## config.mk

```make
export PLATFORM = sky130hd
export DESIGN_NAME = logic_gate_pipe_flat
export DESIGN_NICKNAME = d
export VERILOG_FILES = /design/src/rtl/logic_gate_pipe_if.sv /design/src/rtl/logic_gate_pipe.sv /design/src/flat_wrapper.sv
export SDC_FILE = /design/constraint.sdc
export NUM_CORES = 1
export LEC_CHECK = 0
export BUFFER_PORTS_ARGS = -buffer_cell sky130_fd_sc_hd__buf_4
export CAP_MARGIN = 20
export CORE_AREA = 3 3 67 75
export DETAILED_ROUTE_END_ITERATION = 16
export DIE_AREA = 0 0 70 78
export GPL_TIMING_DRIVEN = 1
export PLACE_DENSITY = 0.78
export SYNTH_ARGS = -nofsm -noshare
export SYNTH_HDL_FRONTEND = slang
export SYNTH_SLANG_ARGS = --single-unit
```

## constraint.sdc

```tcl
create_clock -name clk -period 2.3 [get_ports clk]
set_clock_uncertainty 0.2 [all_clocks]
set_input_delay 0.115 -clock clk [delete_from_list [all_inputs] [get_ports clk]]
set_output_delay 0.115 -clock clk [all_outputs]
set_load 0.02 [all_outputs]
```

## src/rtl/logic_gate_pipe_if.sv

```systemverilog
// Valid/ready stream bundle for logic_gate_pipe: operand side in, result side out.
// The DUT uses the slave modport; the producer/consumer uses the master modport.
interface logic_gate_pipe_if #(
  parameter int WIDTH = 8,
  parameter int CNT_W = 16
);
  logic             in_valid;
  logic             in_ready;
  logic [WIDTH-1:0] in_a;
  logic [WIDTH-1:0] in_b;
  logic [2:0]       in_op;
  logic             out_valid;
  logic             out_ready;
  logic [WIDTH-1:0] out_y;
  logic             out_any;
  logic             out_all;
  logic [CNT_W-1:0] out_count;

  modport master (
    output in_valid, in_a, in_b, in_op, out_ready,
    input  in_ready, out_valid, out_y, out_any, out_all, out_count
  );

  modport slave (
    input  in_valid, in_a, in_b, in_op, out_ready,
    output in_ready, out_valid, out_y, out_any, out_all, out_count
  );
endinterface

```

## src/rtl/logic_gate_pipe.sv

```systemverilog
// Pipelined bitwise 2-input gate unit: selectable function on WIDTH-bit operands,
// carried through STAGES bubble-collapsing valid/ready register stages.
module logic_gate_pipe #(
  parameter int WIDTH  = 8,
  parameter int STAGES = 2,
  parameter int CNT_W  = 16
) (
  input logic            clk,
  input logic            rst_n,
  logic_gate_pipe_if.slave bus
);

  if (STAGES < 1 || STAGES > 4) begin : g_bad_stages
    $error("logic_gate_pipe: STAGES must be in 1..4");
  end

  logic [WIDTH-1:0] gate_y;
  logic [STAGES-1:0] v;
  logic [WIDTH-1:0] d [STAGES];
  logic [STAGES:0]  adv;
  logic [CNT_W-1:0] cnt;

  always_comb begin
    gate_y = '0;
    case (bus.in_op)
      3'd0: gate_y = bus.in_a & bus.in_b;
      3'd1: gate_y = bus.in_a | bus.in_b;
      3'd2: gate_y = ~(bus.in_a & bus.in_b);
      3'd3: gate_y = ~(bus.in_a | bus.in_b);
      3'd4: gate_y = bus.in_a ^ bus.in_b;
      3'd5: gate_y = ~(bus.in_a ^ bus.in_b);
      3'd6: gate_y = ~bus.in_a;
      3'd7: gate_y = bus.in_a;
      default: gate_y = '0;
    endcase
  end

  // A stage may load when it is empty or its successor is moving on.
  always_comb begin
    adv = '0;
    adv[STAGES] = bus.out_ready;
    for (int k = STAGES - 1; k >= 0; k--) begin
      adv[k] = !v[k] | adv[k+1];
    end
  end

  // Loading an invalid slot writes zero data, so empty stages always hold 0.
  always_ff @(posedge clk or negedge rst_n) begin
    if (!rst_n) begin
      v <= '0;
      for (int k = 0; k < STAGES; k++) begin
        d[k] <= '0;
      end
    end else begin
      if (adv[0]) begin
        v[0] <= bus.in_valid;
        d[0] <= bus.in_valid ? gate_y : '0;
      end
      for (int k = 1; k < STAGES; k++) begin
        if (adv[k]) begin
          v[k] <= v[k-1];
          d[k] <= v[k-1] ? d[k-1] : '0;
        end
      end
    end
  end

  always_ff @(posedge clk or negedge rst_n) begin
    if (!rst_n) begin
      cnt <= '0;
    end else if (v[STAGES-1] && bus.out_ready && !(&cnt)) begin
      cnt <= cnt + 1'b1;
    end
  end

  assign bus.in_ready  = adv[0];
  assign bus.out_valid = v[STAGES-1];
  assign bus.out_y     = d[STAGES-1];
  assign bus.out_any   = |d[STAGES-1];
  assign bus.out_all   = &d[STAGES-1];
  assign bus.out_count = cnt;

endmodule

```

## src/flat_wrapper.sv

```systemverilog
// flat-port wrapper written by rule: the top's interface ports become plain ports
module logic_gate_pipe_flat 
#(
  parameter int WIDTH  = 8,
  parameter int STAGES = 2,
  parameter int CNT_W  = 16
)
  (clk, rst_n, bus_in_valid, bus_in_a, bus_in_b, bus_in_op, bus_out_ready, bus_in_ready, bus_out_valid, bus_out_y, bus_out_any, bus_out_all, bus_out_count);
  logic_gate_pipe_if #(.WIDTH(WIDTH), .CNT_W(CNT_W)) bus_i ();
  input logic clk;
  input logic rst_n;
  input wire logic [$bits(bus_i.in_valid)-1:0] bus_in_valid;
  input wire logic [$bits(bus_i.in_a)-1:0] bus_in_a;
  input wire logic [$bits(bus_i.in_b)-1:0] bus_in_b;
  input wire logic [$bits(bus_i.in_op)-1:0] bus_in_op;
  input wire logic [$bits(bus_i.out_ready)-1:0] bus_out_ready;
  output wire logic [$bits(bus_i.in_ready)-1:0] bus_in_ready;
  output wire logic [$bits(bus_i.out_valid)-1:0] bus_out_valid;
  output wire logic [$bits(bus_i.out_y)-1:0] bus_out_y;
  output wire logic [$bits(bus_i.out_any)-1:0] bus_out_any;
  output wire logic [$bits(bus_i.out_all)-1:0] bus_out_all;
  output wire logic [$bits(bus_i.out_count)-1:0] bus_out_count;
  assign bus_i.in_valid = bus_in_valid;
  assign bus_i.in_a = bus_in_a;
  assign bus_i.in_b = bus_in_b;
  assign bus_i.in_op = bus_in_op;
  assign bus_i.out_ready = bus_out_ready;
  assign bus_in_ready = bus_i.in_ready;
  assign bus_out_valid = bus_i.out_valid;
  assign bus_out_y = bus_i.out_y;
  assign bus_out_any = bus_i.out_any;
  assign bus_out_all = bus_i.out_all;
  assign bus_out_count = bus_i.out_count;
  logic_gate_pipe #(.WIDTH(WIDTH), .STAGES(STAGES), .CNT_W(CNT_W)) u_core (.clk(clk), .rst_n(rst_n), .bus(bus_i));
endmodule
```

* Word-level counts from Yosys, hierarchy flattened
Index checks and enable logic that the tools add are counted.
Storage, ports and cells: flip-flop bits (word level) 34, input bits 23, logic and storage cells 34
Cells by class: add/subtract/negate cells 1, equality and inequality tests 7, multiplexer cells 3, bitwise operators 9, reductions and logical operators 9
Operators with widths (count):
- $pmux 8 s8 | 1
- $not 8->8 | 4
- $add 16x1->16 const B | 1
- $mux 8 | 2
- $reduce_and 16->1 | 1
- $eq 3x3->1 const B | 4
- $and 8x8->8 | 1
- $or 8x8->8 | 1
- $reduce_and 8->1 | 1
- $reduce_or 8->1 | 1
- $xor 8x8->8 | 1
- $eq 3x2->1 const B | 2
- $eq 3x1->1 const B | 1
- $logic_not 1->1 | 3
- $logic_not 3->1 | 1
- $logic_and 1x1->1 | 2
- $or 1x1->1 | 2

* Longest topological paths before layout
Gate-level depths: netlist of the first run.
depth in word-level cells 4, gate-level depth with buffers 6, gate-level depth less buffers 6

* Least setup slack after synthesis of the first run
Ideal clock, no wire load.
path type reg2reg, start point reg u_core.cnt[0], in the netlist u_core.bus.out_count[0], end point reg u_core.cnt[1], in the netlist u_core.bus.out_count[1], data arrival time 1.595 ns, data required time 1.975 ns, path slack 0.379 ns, stages on the path, launching flop included 6, period minus slack after synthesis 1.921 ns, cell sequence dfrtp_1 > ha_1 > nand3_2 > nor4_4 > nor2_2 > mux2_4
Between the ends: word-level cells in the longest chain between the ends 3, elaborated cells between the ends (all ways) 4
Ends and longest elaborated chain:
- start: declaration | line logic_gate_pipe.sv:21 | logic [CNT_W-1:0] cnt;
- start signal: assignment | line logic_gate_pipe.sv:72 | cnt <= cnt + 1'b1;
- parallel branches: the longest is 3 deep, another holds $add 16x1->16
Several ways; the timed one is not identified. A chain may end at the register's enable or synchronous reset.

* Worst setup path in the final report of the first run
Ends and elaborated chain as after synthesis.

==> impl_metrics.csv, run 1 <==
group,metric,value,unit
run_status,status,"completed",
floorplanning,rows,25,
timing,period_share,0.862,
timing,min_period,1.98,ns
clocking,cts_sinks,34,
routing,drt_first_pass_iters,4,
clocking,insertion_delay,0.28,ns
timing,maxSlewHeadroom,0.663,
synth,synth_top_area_share,0.362,
flow_run,drv_cap,0,
global_routing,grt_usage,0.178,
timing,clock.fmax,504,MHz
placement,post-place-ws,0.377,ns
worst_hold_path,whs_endpoint,"u_core.bus.out_y[6]",
pwr,p_leak,1.44,nW
routing,remaining_drc_errors,0,
critical_path,r2r_setup_slack,0.32,ns
floorplanning,start_util,0.544,
global_routing,grt_antenna_before_repair,0,
floorplanning,chipWidth,70,um
critical_path,cpMaxStageDelayCell,"dfrtp_1",
cells_and_area,fillers,385,
critical_path,crit_arrival,1.95,ns
pwr,vdd_drop_max,0.307,mV
cells_and_area,drive_above_1_share,0.232,
cells_and_area,areaGrowthSynthToFinish,19.7,%
timing,rsz0062_at_grt,"no",
critical_path,cp-start-kind,"register",
routing,via_per_inst,5.35,
cells_and_area,fin_cells,351,
synth,synth_edf_count,0,
synth,ys_async_sr_fraction,1.00,
clocking,htree_levels,2,
routing,drt_iter0_drc,87,
timing,final.setup.tns,0,ns
timing,slew_viol_final,0,
cells_and_area,layout_common_cells,"buf_4 (50), dfrtp_1 (34), nand2_1 (29)",
critical_path,max_stage_delay,0.44,ns
floorplanning,die_y,78,um
synth,netlist_area,2350,um2
floorplanning,io_pins,51,
clocking,cts_tree,"built",
synth,ys_top_cells_by_area,"dfrtp_1 (36%), ha_1 (9.1%), xnor2_1 (4.8%)",
critical_path,crit_family,"simple AND/OR/NAND/NOR gates",
synth,ys_warn_count,0,
synth,syn_nets,296,
cells_and_area,antenna_cells,0,
timing,fin_ws,0.318,ns
synth,syn_avg_cell_area,9.17,um2
pwr,p_per_area,686,nW/um2
critical_path,reg2reg_from,"u_core.bus.out_count[0]",
clocking,post_cts_buffers,0,
worst_hold_path,hold_depth,4,
global_routing,overflow,0,
routing,num_vias,1879,
critical_path,rr_endpoint,"u_core.bus.out_count[1]",
timing,setup_viol,0,
placement,place.gp.congestion,0.870,
placement,place.port_buffers,50,
floorplanning,core_area,4320,um2
synth,synth_cell_types,48,
synth,synth_cells,256,
synth,synth_seq_cells,34,
clocking,clockBufferDepth,2,
cells_and_area,final_common_cell,"buf_4",
floorplanning,dieArea,5460,um2
timing,tightest_slew,0.504,ns
clocking,numCtsBuffers,5,
synth,synth-seq-area-share,0.362,
clocking,clkTransAtPathRegs,0.07,ns
timing,hold_viol_final,0,
worst_hold_path,holdCritStartpoint,"bus_out_ready",
synth,synthFlopType,"dfrtp_1",
clocking,cts-root-buf,"clkbuf_8",
critical_path,crit_chain,"ha_1, nand3_2, nor4_4, nor2_2, mux2_4",
critical_path,r2r_cells,5,
clocking,cts-resized-gates,0,
critical_path,crit_required,2.27,ns
routing,routed_wl,4.61,mm
global_routing,grt_pass1_vias,1794,
clocking,cts_hold_buffers,2,
critical_path,crit_type,"reg -> reg",
worst_hold_path,holdCritPathClass,"in -> reg",
cells_and_area,nets,336,
routing,wl_per_cell,13.1,um
critical_path,critPathMaxFanout,6,
global_routing,grt_max_degree,35,
routing,ant_nets,0,
critical_path,crit_buf_inv,0,
placement,dp_cells,341,
critical_path,cp-end-kind,"register",
global_routing,grt_pass1_wl,7.94,mm
placement,dp_hpwl,3.65,mm
synth,yosys.area.top_type,"dfrtp_1",
## registers in the layout, summed over array words and instances, names as in the netlist
register / flops
u_core.bus.out_count: 16
u_core.bus.out_y: 8
u_core.d: 8
u_core.v: 2
## power breakdown
part           leakage [nW]  internal, W  switching (W)  total (W)
Combinational         0.935     0.000269       0.000315   0.000584
Sequential            0.443     0.000690       0.000129   0.000819
Clock                0.0579     0.000318       0.000208   0.000526
## layer usage
layer | GRT usage | part of all wire
met4 | 0.0575 | 0.0098
met3 | 0.0363 | 0.053
met2 | 0.308 | 0.51
met5 | 0 | 0
met1 | 0.221 | 0.43
## area by class of cell
class	count	area [um2]	share of cell area
multi-input combinational	184	1320	0.468
inverter	19	71.3	0.0254
clock buffer	5	68.8	0.0245
tap	54	67.6	0.0240
timing repair buffer	52	395	0.141
clock inverter	3	40.0	0.0142
sequential	34	851	0.303
## metrics by stage
step / power, W / hold slack [ns] / instance area (um2) / util
2_1_floorplan: 0.00119 / -0.381 / 2350 / -
3_3_place_gp: 0.00139 / -0.124 / 2680 / 0.621
3_5_place_dp: 0.00141 / -0.117 / 2680 / 0.621
4_1_cts: 0.00195 / 0.0163 / 2810 / 0.651
5_1_grt: 0.00204 / 0.0571 / 2810 / 0.651
6_report: 0.00193 / 0.0230 / 2810 / 0.651
## synth_stat cells, drive strengths merged, types with 7 or more instances
cell / n
and2: 7
o21ai: 13
ha: 17
nand3: 11
inv: 19
and3: 10
nor2: 11
nand4: 9
buf: 14
nand2: 30
xnor2: 13
xor2: 13
dfrtp: 34
## how the worst max path moves through the flow
stage                                  startpoint                       to  cells past startpoint
final                     u_core.bus.out_count[0]  u_core.bus.out_count[1]                      5
after global routing                  u_core.v[0]              u_core.d[9]                      4
after CTS                 u_core.bus.out_count[0]  u_core.bus.out_count[1]                      5
after detailed placement  u_core.bus.out_count[0]  u_core.bus.out_count[1]                      5
after global placement    u_core.bus.out_count[0]  u_core.bus.out_count[1]                      5
after floorplan           u_core.bus.out_count[0]  u_core.bus.out_count[1]                      5
## logic make-up after synthesis
kind of cell	count (synthesis)	synth area share
fa+ha+maj	17	0.0906
compound gates	41	0.122
buf+inv	38	0.0772
flops	34	0.362
simple gates	99	0.245
mux	1	0.00639
xor+xnor	26	0.0970
## worst reg2reg max path, stage by stage, from the launching register on
cell     delay [ns]
dfrtp_1        0.44
ha_1           0.25
nand3_2        0.16
nor4_4         0.40
nor2_2         0.12
mux2_4         0.31
Note: power is estimated with default switching activity, not from simulation.
==> run 2: changes to the inputs <==
GPL_TIMING_DRIVEN = 0   (was 1)
==> run 2 against run 1 <==
  * Clock power is 13% lower
  * Count of clock-buffer cells in the layout is 1 higher
  * Maximum frequency is 0.24% lower
  * Setup slack worse by 0.0047 ns
  * Sequential power is 1% lower
  * Via count is 5.8% higher
  * Global-route usage is 1.4 points higher
  * Die area stayed put
  * Routed wire length is 2.6% higher
  * Worst hold slack better by 0.067 ns
==> impl_metrics.csv, run 2 (same netlist as run 1, synthesis figures left out) <==
group,metric,value,unit
run_status,status,"completed",
clocking,numCtsBuffers,5,
timing,maxSlewHeadroom,0.661,
placement,place.port_buffers,50,
timing,tightest_slew,0.508,ns
global_routing,grt_antenna_before_repair,0,
placement,dp_hpwl,3.71,mm
clocking,clockBufferDepth,2,
critical_path,rr_endpoint,"u_core.bus.out_count[1]",
timing,rsz0062_at_grt,"no",
cells_and_area,areaGrowthSynthToFinish,23.8,%
global_routing,grt_pass1_wl,8.58,mm
cells_and_area,drive_above_1_share,0.259,
clocking,insertion_delay,0.29,ns
timing,slew_viol_final,0,
placement,place.gp.congestion,0.814,
cells_and_area,layout_common_cells,"buf_4 (59), dfrtp_1 (34), nand2_1 (29)",
floorplanning,dieArea,5460,um2
floorplanning,die_y,78,um
timing,clock.fmax,503,MHz
timing,setup_viol,0,
critical_path,cp-start-kind,"register",
pwr,vdd_drop_max,0.308,mV
timing,period_share,0.864,
cells_and_area,utilization,0.673,
routing,num_vias,1988,
clocking,cts_sinks,34,
cells_and_area,fin_cells,370,
routing,wl_per_cell,12.8,um
critical_path,max_stage_delay,0.43,ns
critical_path,r2r_cells,5,
floorplanning,core_area,4320,um2
floorplanning,chipWidth,70,um
critical_path,cp-end-kind,"register",
cells_and_area,final_area,2910,um2
placement,dp_cells,360,
clocking,htree_levels,2,
timing,final.setup.tns,0,ns
floorplanning,io_pins,51,
floorplanning,rows,25,
pwr,p_leak,1.49,nW
clocking,clkTransAtPathRegs,0.07,ns
flow_run,drv_cap,0,
critical_path,crit_type,"reg -> reg",
global_routing,overflow,0,
cells_and_area,largest_reg_flops,16,
critical_path,crit_buf_inv,0,
worst_hold_path,holdCritPathClass,"in -> async",
routing,ant_nets,0,
critical_path,crit_required,2.28,ns
critical_path,reg2reg_from,"u_core.bus.out_count[0]",
critical_path,r2r_setup_slack,0.31,ns
cells_and_area,final_common_cell,"buf_4",
routing,routed_wl,4.73,mm
routing,via_per_inst,5.37,
routing,drt_iter0_drc,114,
pwr,p_per_area,649,nW/um2
critical_path,cpMaxStageDelayCell,"dfrtp_1",
cells_and_area,nets,355,
global_routing,grt_pass1_vias,1913,
clocking,post_cts_buffers,0,
routing,remaining_drc_errors,0,
timing,min_period,1.99,ns
cells_and_area,fillers,353,
clocking,cts-root-buf,"clkbuf_8",
floorplanning,start_util,0.544,
routing,drt_first_pass_iters,4,
critical_path,critPathMaxFanout,6,
placement,post_dp_cell_area,2790,um2
critical_path,crit_arrival,1.97,ns
critical_path,crit_family,"simple AND/OR/NAND/NOR gates",
critical_path,crit_chain,"ha_1, nand3_2, nor4_4, nor2_2, mux2_4",
clocking,cts_tree,"built",
global_routing,grt_max_degree,35,
global_routing,grt_usage,0.192,
cells_and_area,antenna_cells,0,
timing,hold_viol_final,0,
run 2: changes by cell type in the layout (fill, tap and decap cells not counted), sizes merged:
| cell | previous run | this run |
|---|---|---|
| buf | 50 | 64 |
| clkbuf | 5 | 11 |
| bufinv | 1 | 0 |
| clkinv | 2 | 1 |
| clkinvlp | 0 | 1 |
run 2: routing by layer:
metal  share of wire  global-route usage  wire (um)  vias to the layer above
li1                -                   -          -                     1007
met1            0.45               0.239       2110                      916
met2            0.49               0.325       2290                       59
met3           0.050              0.0376        234                        6
met4           0.018              0.0766         84                        0
met5               0                   0          0                        -
run 2: layout make-up:
cell class                 instances  area, um2  share of cell area
clock inverter                     2       12.5             0.00430
tap                               54       67.6              0.0232
multi-input combinational        184       1320               0.453
clock buffer                       6       82.6              0.0284
buffer                            19        110              0.0379
sequential                        34        851               0.293
inverter                          19       71.3              0.0245
timing repair buffer              52        395               0.136
run 2: how the worst max path moves through the flow:
stage	cells past startpoint	from	slack, ns	endpoint
2_1_floorplan	5	u_core.bus.out_count[0]	0.38	u_core.bus.out_count[1]
3_5_place_dp	5	u_core.bus.out_count[0]	0.32	u_core.bus.out_count[1]
6_report	5	u_core.bus.out_count[0]	0.31	u_core.bus.out_count[1]
3_3_place_gp	5	u_core.bus.out_count[0]	0.34	u_core.bus.out_count[1]
5_1_grt	4	u_core.bus.out_count[2]	0.19	u_core.bus.out_count[13]
4_1_cts	5	u_core.bus.out_count[0]	0.31	u_core.bus.out_count[1]
run 2: repair_timing:
item / CTS / global route
gates resized for setup: 0 / 0
hold endpoints to repair: 37 / 0
hold buffers: 2 / 0
run 2: where the power goes:
part | internal, W | leakage [nW] | switching (W)
Sequential | 0.000690 | 0.443 | 0.000121
Combinational | 0.000294 | 1.00 | 0.000323
Clock | 0.000240 | 0.0472 | 0.000217
Total | 0.00122 | 1.49 | 0.000661
run 2: through the flow:
step	setup slack (ns)	hold slack (ns)	total power, W
after global placement	0.343	-0.123	0.00142
after global routing	0.195	0.111	0.00201
final	0.313	0.0901	0.00189
after floorplan	0.379	-0.381	0.00119
after CTS	0.306	0.0892	0.00190
after detailed placement	0.317	-0.118	0.00144
